$ cat config.mk
export PLATFORM = sky130hd
export DESIGN_NAME = bus_interconnect_mux_flat
export DESIGN_NICKNAME = d
export VERILOG_FILES = /design/src/rtl/bus_pkg.sv /design/src/rtl/bus_interconnect_mux_if.sv /design/src/rtl/bus_rdata_mux.sv /design/src/rtl/bus_interconnect_mux.sv /design/src/flat_wrapper.sv
export SDC_FILE = /design/constraint.sdc
export NUM_CORES = 1
export LEC_CHECK = 0
export BUFFER_PORTS_ARGS = -buffer_cell sky130_fd_sc_hd__buf_2
export CAP_MARGIN = 20
export CORE_AREA = 2 2 81 83
export DETAILED_ROUTE_END_ITERATION = 8
export DIE_AREA = 0 0 83 85
export SLEW_MARGIN = 20
export SYNTH_ARGS = -nofsm -noshare
export SYNTH_HDL_FRONTEND = slang
export SYNTH_HIERARCHICAL = 1
export SYNTH_SLANG_ARGS = --single-unit
$ cat constraint.sdc
create_clock -name clk -period 2.4 [get_ports clk]
set_input_delay 0.48 -clock clk [delete_from_list [all_inputs] [get_ports clk]]
set_output_delay 0.48 -clock clk [all_outputs]
set_load 0.005 [all_outputs]
$ cat src/rtl/bus_pkg.sv
// Shared types and helpers for the peripheral-bus interconnect.
//   state_e     : interconnect FSM encoding
//   SEL_FIELD_W : widest supported address select field
//   clog2 / sel_width : index-width helpers for the latched selection
package bus_pkg;

    localparam int unsigned SEL_FIELD_W = 4;

    typedef enum logic [1:0] {
        ST_IDLE = 2'd0,
        ST_BUSY = 2'd1,
        ST_ERR  = 2'd2
    } state_e;

    // Ceiling log2 for elaboration-time width calculations.
    function automatic int unsigned clog2(input int unsigned n);
        int unsigned r;
        longint unsigned v;
        r = 0;
        v = 1;
        while (v < longint'(n)) begin
            v = v << 1;
            r++;
        end
        return r;
    endfunction

    // Selection index width, never narrower than one bit.
    function automatic int unsigned sel_width(input int unsigned n);
        return (n > 1) ? clog2(n) : 1;
    endfunction

endpackage

$ cat src/rtl/bus_interconnect_mux_if.sv
// Bus bundle between the load/store unit, the interconnect and its slaves.
//   req/addr/we       : master request, held until ready or err
//   rdata/ready/err   : response to the master
//   req_s/we_s        : per-slave request and write enable
//   rdata_s/ready_s   : per-slave read data (slave i at [i*WIDTH +: WIDTH]) and completion
// Modport slave is the interconnect's view; modport master is the environment
// (core plus slaves) driving it.
interface bus_interconnect_mux_if
    import bus_pkg::*;
#(
    parameter int unsigned WIDTH    = 32,
    parameter int unsigned N_SLAVES = 4
);
    logic                      req;
    logic [WIDTH-1:0]          addr;
    logic                      we;
    logic [WIDTH-1:0]          rdata;
    logic                      ready;
    logic                      err;
    logic [N_SLAVES-1:0]       req_s;
    logic [N_SLAVES-1:0]       we_s;
    logic [N_SLAVES*WIDTH-1:0] rdata_s;
    logic [N_SLAVES-1:0]       ready_s;

    modport slave (
        input  req, addr, we, rdata_s, ready_s,
        output rdata, ready, err, req_s, we_s
    );

    modport master (
        output req, addr, we, rdata_s, ready_s,
        input  rdata, ready, err, req_s, we_s
    );

endinterface

$ cat src/rtl/bus_rdata_mux.sv
// N_SLAVES-way read-data mux from the flattened slave bus.
//   rdata_s : flattened slave read data, slave i at [i*WIDTH +: WIDTH]
//   sel     : latched slave index
//   en      : pass data only while a transfer is in flight, else 0
//   rdata_c : selected read data (combinational)
module bus_rdata_mux
    import bus_pkg::*;
#(
    parameter int unsigned WIDTH    = 32,
    parameter int unsigned N_SLAVES = 4,
    parameter int unsigned SEL_W    = 2
) (
    input  logic [N_SLAVES*WIDTH-1:0] rdata_s,
    input  logic [SEL_W-1:0]          sel,
    input  logic                      en,
    output logic [WIDTH-1:0]          rdata_c
);

    always_comb begin
        rdata_c = '0;
        for (int unsigned i = 0; i < N_SLAVES; i++) begin
            if (en && (sel == SEL_W'(i))) begin
                rdata_c = rdata_s[i*WIDTH +: WIDTH];
            end
        end
    end

endmodule

$ cat src/rtl/bus_interconnect_mux.sv
// Single-master to N-slave peripheral bus interconnect.
// Decodes addr[SEL_HI:SEL_LO] to a slave, forwards a req/ready handshake
// (slaves may insert wait states), muxes read data back and pulses err on a
// decode miss. Define BUS_TIMEOUT_EN to also abort a transfer whose slave
// stays silent for TIMEOUT cycles.
// Ports:
//   clk   : system clock, rising edge
//   rst_n : synchronous active-low reset
//   bus   : bus_interconnect_mux_if.slave (master side and slave side signals)
module bus_interconnect_mux
    import bus_pkg::*;
#(
    parameter int unsigned WIDTH    = 32,
    parameter int unsigned N_SLAVES = 4,
    parameter int unsigned SEL_HI   = 31,
    parameter int unsigned SEL_LO   = 28,
    parameter int unsigned TIMEOUT  = 15
) (
    input  logic                   clk,
    input  logic                   rst_n,
    bus_interconnect_mux_if.slave  bus
);

    localparam int unsigned SEL_W = sel_width(N_SLAVES);

    state_e             state_q, state_d;
    logic [SEL_W-1:0]   sel_q, sel_d;
    logic               we_q, we_d;

    logic [SEL_FIELD_W-1:0] field_c;
    logic                   hit_c;
    logic                   busy_c;
    logic                   ready_sel_c;
    logic [N_SLAVES-1:0]    req_s_c;
    logic [N_SLAVES-1:0]    we_s_c;
    logic                   ready_c;
    logic                   err_c;
    logic [WIDTH-1:0]       rdata_c;
    logic                   unused_addr_c;

`ifdef BUS_TIMEOUT_EN
    logic [7:0] cnt_q, cnt_d;
`else
    localparam int unsigned unused_timeout_p = TIMEOUT;
`endif

    // Address decode: the select field is the slave index.
    assign field_c       = SEL_FIELD_W'(bus.addr[SEL_HI:SEL_LO]);
    assign hit_c         = (32'(field_c) < N_SLAVES);
    assign busy_c        = (state_q == ST_BUSY);
    assign unused_addr_c = ^bus.addr;

    // Completion strobe of the selected slave only; others are ignored.
    always_comb begin
        ready_sel_c = 1'b0;
        for (int unsigned i = 0; i < N_SLAVES; i++) begin
            if (sel_q == SEL_W'(i)) begin
                ready_sel_c = bus.ready_s[i];
            end
        end
    end

    // State register.
    always_ff @(posedge clk) begin
        if (!rst_n) begin
            state_q <= ST_IDLE;
            sel_q   <= '0;
            we_q    <= 1'b0;
`ifdef BUS_TIMEOUT_EN
            cnt_q   <= '0;
`endif
        end else begin
            state_q <= state_d;
            sel_q   <= sel_d;
            we_q    <= we_d;
`ifdef BUS_TIMEOUT_EN
            cnt_q   <= cnt_d;
`endif
        end
    end

    // Next state and handshake outputs.
    always_comb begin
        state_d = state_q;
        sel_d   = sel_q;
        we_d    = we_q;
        req_s_c = '0;
        we_s_c  = '0;
        ready_c = 1'b0;
        err_c   = 1'b0;
`ifdef BUS_TIMEOUT_EN
        cnt_d   = cnt_q;
`endif
        case (state_q)
            ST_IDLE: begin
                if (bus.req) begin
                    if (hit_c) begin
                        sel_d   = SEL_W'(field_c);
                        we_d    = bus.we;
                        state_d = ST_BUSY;
`ifdef BUS_TIMEOUT_EN
                        cnt_d   = '0;
`endif
                    end else begin
                        state_d = ST_ERR;
                    end
                end
            end
            ST_BUSY: begin
                for (int unsigned i = 0; i < N_SLAVES; i++) begin
                    if (sel_q == SEL_W'(i)) begin
                        req_s_c[i] = 1'b1;
                        we_s_c[i]  = we_q;
                    end
                end
                ready_c = ready_sel_c;
                // A ready coinciding with the last allowed cycle still completes.
                if (ready_sel_c) begin
                    state_d = ST_IDLE;
                end
`ifdef BUS_TIMEOUT_EN
                else if ((32'(cnt_q) + 32'd1) >= TIMEOUT) begin
                    state_d = ST_ERR;
                end else begin
                    cnt_d = cnt_q + 8'd1;
                end
`endif
            end
            ST_ERR: begin
                err_c   = 1'b1;
                state_d = ST_IDLE;
            end
            default: begin
                state_d = ST_IDLE;
            end
        endcase
    end

    bus_rdata_mux #(
        .WIDTH    (WIDTH),
        .N_SLAVES (N_SLAVES),
        .SEL_W    (SEL_W)
    ) u_rdata_mux (
        .rdata_s (bus.rdata_s),
        .sel     (sel_q),
        .en      (busy_c),
        .rdata_c (rdata_c)
    );

    assign bus.req_s = req_s_c;
    assign bus.we_s  = we_s_c;
    assign bus.ready = ready_c;
    assign bus.err   = err_c;
    assign bus.rdata = rdata_c;

endmodule

$ cat src/flat_wrapper.sv
// flat-port wrapper written by rule: the top's interface ports become plain ports
module bus_interconnect_mux_flat import bus_pkg::*;
#(
    parameter int unsigned WIDTH    = 32,
    parameter int unsigned N_SLAVES = 4,
    parameter int unsigned SEL_HI   = 31,
    parameter int unsigned SEL_LO   = 28,
    parameter int unsigned TIMEOUT  = 15
)
  (clk, rst_n, bus_req, bus_addr, bus_we, bus_rdata_s, bus_ready_s, bus_rdata, bus_ready, bus_err, bus_req_s, bus_we_s);
  bus_interconnect_mux_if #(.WIDTH(WIDTH), .N_SLAVES(N_SLAVES)) bus_i ();
  input  logic clk;
  input  logic rst_n;
  input wire logic [$bits(bus_i.req)-1:0] bus_req;
  input wire logic [$bits(bus_i.addr)-1:0] bus_addr;
  input wire logic [$bits(bus_i.we)-1:0] bus_we;
  input wire logic [$bits(bus_i.rdata_s)-1:0] bus_rdata_s;
  input wire logic [$bits(bus_i.ready_s)-1:0] bus_ready_s;
  output wire logic [$bits(bus_i.rdata)-1:0] bus_rdata;
  output wire logic [$bits(bus_i.ready)-1:0] bus_ready;
  output wire logic [$bits(bus_i.err)-1:0] bus_err;
  output wire logic [$bits(bus_i.req_s)-1:0] bus_req_s;
  output wire logic [$bits(bus_i.we_s)-1:0] bus_we_s;
  assign bus_i.req = bus_req;
  assign bus_i.addr = bus_addr;
  assign bus_i.we = bus_we;
  assign bus_i.rdata_s = bus_rdata_s;
  assign bus_i.ready_s = bus_ready_s;
  assign bus_rdata = bus_i.rdata;
  assign bus_ready = bus_i.ready;
  assign bus_err = bus_i.err;
  assign bus_req_s = bus_i.req_s;
  assign bus_we_s = bus_i.we_s;
  bus_interconnect_mux #(.WIDTH(WIDTH), .N_SLAVES(N_SLAVES), .SEL_HI(SEL_HI), .SEL_LO(SEL_LO), .TIMEOUT(TIMEOUT)) u_core (.clk(clk), .rst_n(rst_n), .bus(bus_i));
endmodule
==> results by stage <==
Die:
- The die covers 7055 um^2.
- The die width is 83 um.
- The initial utilization of the core area, before any placement, comes to 0.2158.
- The number of top-level design ports is 210.
- The placement row count is 29.
- The vertical extent of the die is 85 um.
- The core region is 6205 um^2.

STA:
- The minimum period implied by the final worst setup slack is roughly 2.2 ns.
- Dividing the final minimum period by the clock period gives 0.9325.
- Final hold analysis gives a worst-case slack of 0.4796 ns.
- The top achievable clock speed is ~450 MHz.
- The sum of negative setup slack is 0 ns.
- The final number of max-transition violations was 0.
- Setup violations remaining at the end of the flow were counted as 0.
- The worst pin sits at a relative slew slack of 0.6572.
- The number of hold-slack violations in the final timing report is 0.
- The slew at the pin closest to its max-slew limit is 0.5141 ns.
- Setup repair after global routing left no endpoint under its margin.
- The worst path meets setup with 0.1619 ns of slack.
- For the final database, setup skew stands at approximately 0.0011 ns.

Drt:
- The detailed router finished its first iteration with 47 violations.
- The per-cell via count in the routed design is 4.509.
- Summed over all layers, the routed wires come to 4.902 mm.
- Before antenna repair, the detailed router went through 4 iterations.
- The remaining antenna violation count is 0.
- In the final routed layout, each cell accounts on average for between 10 and 15 um.
- The total via count in the routed design is approximately 1800.
- The total DRC errors in the routed layout is 0.

Pwr:
- Across the VDD grid, the largest voltage drop is 0.2283 mV.
- The analysis attributes to cell leakage a power of 1.119 nW.
- Of the total power, the clock network draws 0.322.
- The overall power after layout is 0.4877 mW.
- Of the total power, the share spent switching nets is 0.2871.
- The sequential group share of total power is 0.184.
- The total net switching power is 0.1400 mW.
- The fraction of power consumed by combinational cells is 0.493.
- Power spread over the standard cell area amounts to 215.6 nW/um^2.
- Cell internal power was estimated by the tool at 0.3477 mW.

Placement:
- At the end of routability-driven placement, the weighted congestion stood at about 0.75.
- The count of buffers from port buffering is 181.
- Timing analysis after detailed placement gives a worst setup slack of 0.3457 ns.
- In this run the cell area measured after placement is around 2200 um^2.
- The post-DP HPWL is 3.886 mm.
- The number of placed cells counting well taps is 395.

Setup path:
- The slack of the worst reg-to-reg path is 1.16 ns.
- Following the worst setup path forward leads to its endpoint at bus_rdata[13].
- The startpoint of the worst setup timing path is u_core/state_q[1].
- On the worst path, the slowest cell contributes a delay of 0.43 ns.
- The standard cell with the maximum stage delay on the critical path is sky130_fd_sc_hd__or2b_4.
- The worst register-to-register path has a depth of 3.
- STA puts the critical path data required time at 1.92 ns.
- The critical path goes through nand2b_1 -> inv_1 -> or2b_4 -> o22ai_2 -> buf_2.
- The end of the worst register-to-register path is u_core/we_q.
- The startpoint type of the worst setup path is a flip-flop.
- The element type at the critical path end is an output port.
- The worst flop-to-flop path startpoint is u_core/state_q[1].
- The largest driver fanout on the critical path is 32.
- The startpoint-to-endpoint class of the critical path is reg2out.
- The signal arrival time at the worst endpoint is 1.76 ns.

Synth:
- The share of the Yosys chip area taken by registers is 0.07477.
- In the post-synthesis netlist, the biggest area contributors are sky130_fd_sc_hd__mux2i_1 50%, sky130_fd_sc_hd__o22ai_1 15%, sky130_fd_sc_hd__dfxtp_1 7.5%.
- The netlist area before placement is 1339 um^2.
- Each instance of the synthesized netlist takes up on average 8.985 um^2.
- The number of nets in the synthesized netlist is 317.
- The flip-flop and latch count after synthesis is 5.
- The total number of yosys warnings is 6.
- The share of synthesized area in the top cell type comes to 0.5009.
- The biggest area consumer among synthesized cells is sky130_fd_sc_hd__mux2i_1.
- Counting distinct cell types in the post-synthesis netlist gives 23.
- Synthesis handed over a netlist of 149 instances.

Worst hold path:
- The worst hold path belongs to the class reg2reg.
- In this run the most critical hold path is launched from u_core/we_q.

Layout:
- 0 antenna diodes ended up in the layout.
- The end-of-flow core utilization is 0.3646.
- The area growth from synthesis to layout is 68.97%.
- The most common cell after layout, fill and taps aside is sky130_fd_sc_hd__buf_2.
- The share of final-layout standard cells stronger than drive strength 1 is 0.6056.
- The finished cells cover 2262 um^2.
- In the layout the commonest cells are 181 x sky130_fd_sc_hd__buf_2, 67 x sky130_fd_sc_hd__mux2i_1, 31 x sky130_fd_sc_hd__o22ai_1.
- The post-layout instance count excluding filler cells is about 400.
- The number of nets at the end of the flow is 491.

CTS:
- CTS built an H-tree with a depth of 1.
- The TritonCTS clock tree is yes.
- The TritonCTS buffer count is 3.
- The register clock-pin slew on the reported worst setup and hold paths is 0.04 ns.
- The number of setup buffers added after CTS is 0.
- The clock passes through at most 2 buffers.
- The count of clock tree sinks is 5.
- At the later pin of the worst-skew pair, clock insertion delay measures roughly 0.22 ns.
- The library cell used as clock root buffer is sky130_fd_sc_hd__clkbuf_8.

Global routing:
- The remaining global-route overflow is 0.
- The via count of the first global-routing pass is 1725.
- Entering global routing, the biggest net connects 40 pins.
- The first-pass GRT wire length is 7.803 mm.
- The number of antenna violations at the first check in global routing came to 0.
- The global router's overall resource usage is 0.1262.

Status:
- The flow ran to the end, and the final reports show no timing, DRC or antenna violations.

Job:
- The max-capacitance violation count is 0.
## repair_timing
action	in CTS	in global routing
gates resized for setup	0	1
endpoints found under the setup margin	0	1
endpoints found under the hold margin	0	0
hold buffers	0	0
## synth_stat cells
library cell,number
sky130_fd_sc_hd__and3_2,1
sky130_fd_sc_hd__clkbuf_8,2
sky130_fd_sc_hd__mux2i_1,67
sky130_fd_sc_hd__nor3b_1,1
sky130_fd_sc_hd__or2b_4,1
sky130_fd_sc_hd__inv_1,1
sky130_fd_sc_hd__nand2_1,9
sky130_fd_sc_hd__nor2b_1,1
sky130_fd_sc_hd__nor2_1,5
sky130_fd_sc_hd__buf_12,3
sky130_fd_sc_hd__buf_8,3
sky130_fd_sc_hd__mux4_2,1
sky130_fd_sc_hd__buf_6,3
sky130_fd_sc_hd__nor3_4,1
sky130_fd_sc_hd__o21a_1,1
sky130_fd_sc_hd__or3b_4,1
sky130_fd_sc_hd__dfxtp_1,5
sky130_fd_sc_hd__nand2b_1,2
sky130_fd_sc_hd__o22ai_1,32
sky130_fd_sc_hd__and2_2,1
sky130_fd_sc_hd__clkbuf_1,4
sky130_fd_sc_hd__nor3_1,3
sky130_fd_sc_hd__o21ai_0,1
## area by class of cell
type / count / area, um^2
sequential: 5 / 103.9
multi-input combinational: 128 / 1060
fill: 646 / 3943
clock buffer: 4 / 45.04
timing repair buffer: 184 / 953.4
inverter: 1 / 3.754
tap: 77 / 96.34
## registers in the layout, indices dropped and copies added, names as in the netlist
name and count:
u_core/sel_q 2, u_core/we_q 1, u_core/state_q 2
## cell families after synthesis
family | share of synthesized area
compound gates | 0.1589
buf+inv | 0.1383
mux | 0.5178
flops | 0.07477
simple gates | 0.1103
## per-layer routing
metal  track usage  up-vias  share of wire
li1              -      927              -
met1        0.1412      784           0.38
met2        0.2434       86           0.52
met3       0.03016        2          0.089
met4       0.02385        0         0.0031
met5             0        -              0
## worst max-delay path: cells and delay by family, from the launching register on
| kind | cells | cell delay (ns) |
|---|---|---|
| and+or+nand+nor | 2 | 0.67 |
| buffers and inverters | 2 | 0.32 |
| DFF | 1 | 0.31 |
| AOI/OAI and AO/OA | 1 | 0.23 |
## how the worst min path moves through the flow
stage,endpoint,slack [ns],cells after the start
final,u_core/we_q,0.48,2
after global routing,u_core/we_q,0.50,2
after CTS,u_core/we_q,0.47,2
after detailed placement,u_core/we_q,0.47,2
after global placement,u_core/we_q,0.47,2
after floorplan,u_core/we_q,0.45,2
## power by group through the flow
stage                     Clock (mW)  Combinational (mW)  Sequential [mW]
after CTS                      0.163               0.241           0.0899
after floorplan                    0               0.121           0.0907
final                          0.157               0.240           0.0900
after global routing           0.170               0.267           0.0907
after detailed placement           0               0.240           0.0912
after global placement             0               0.236           0.0911
Power figures use the tool's default switching activity.
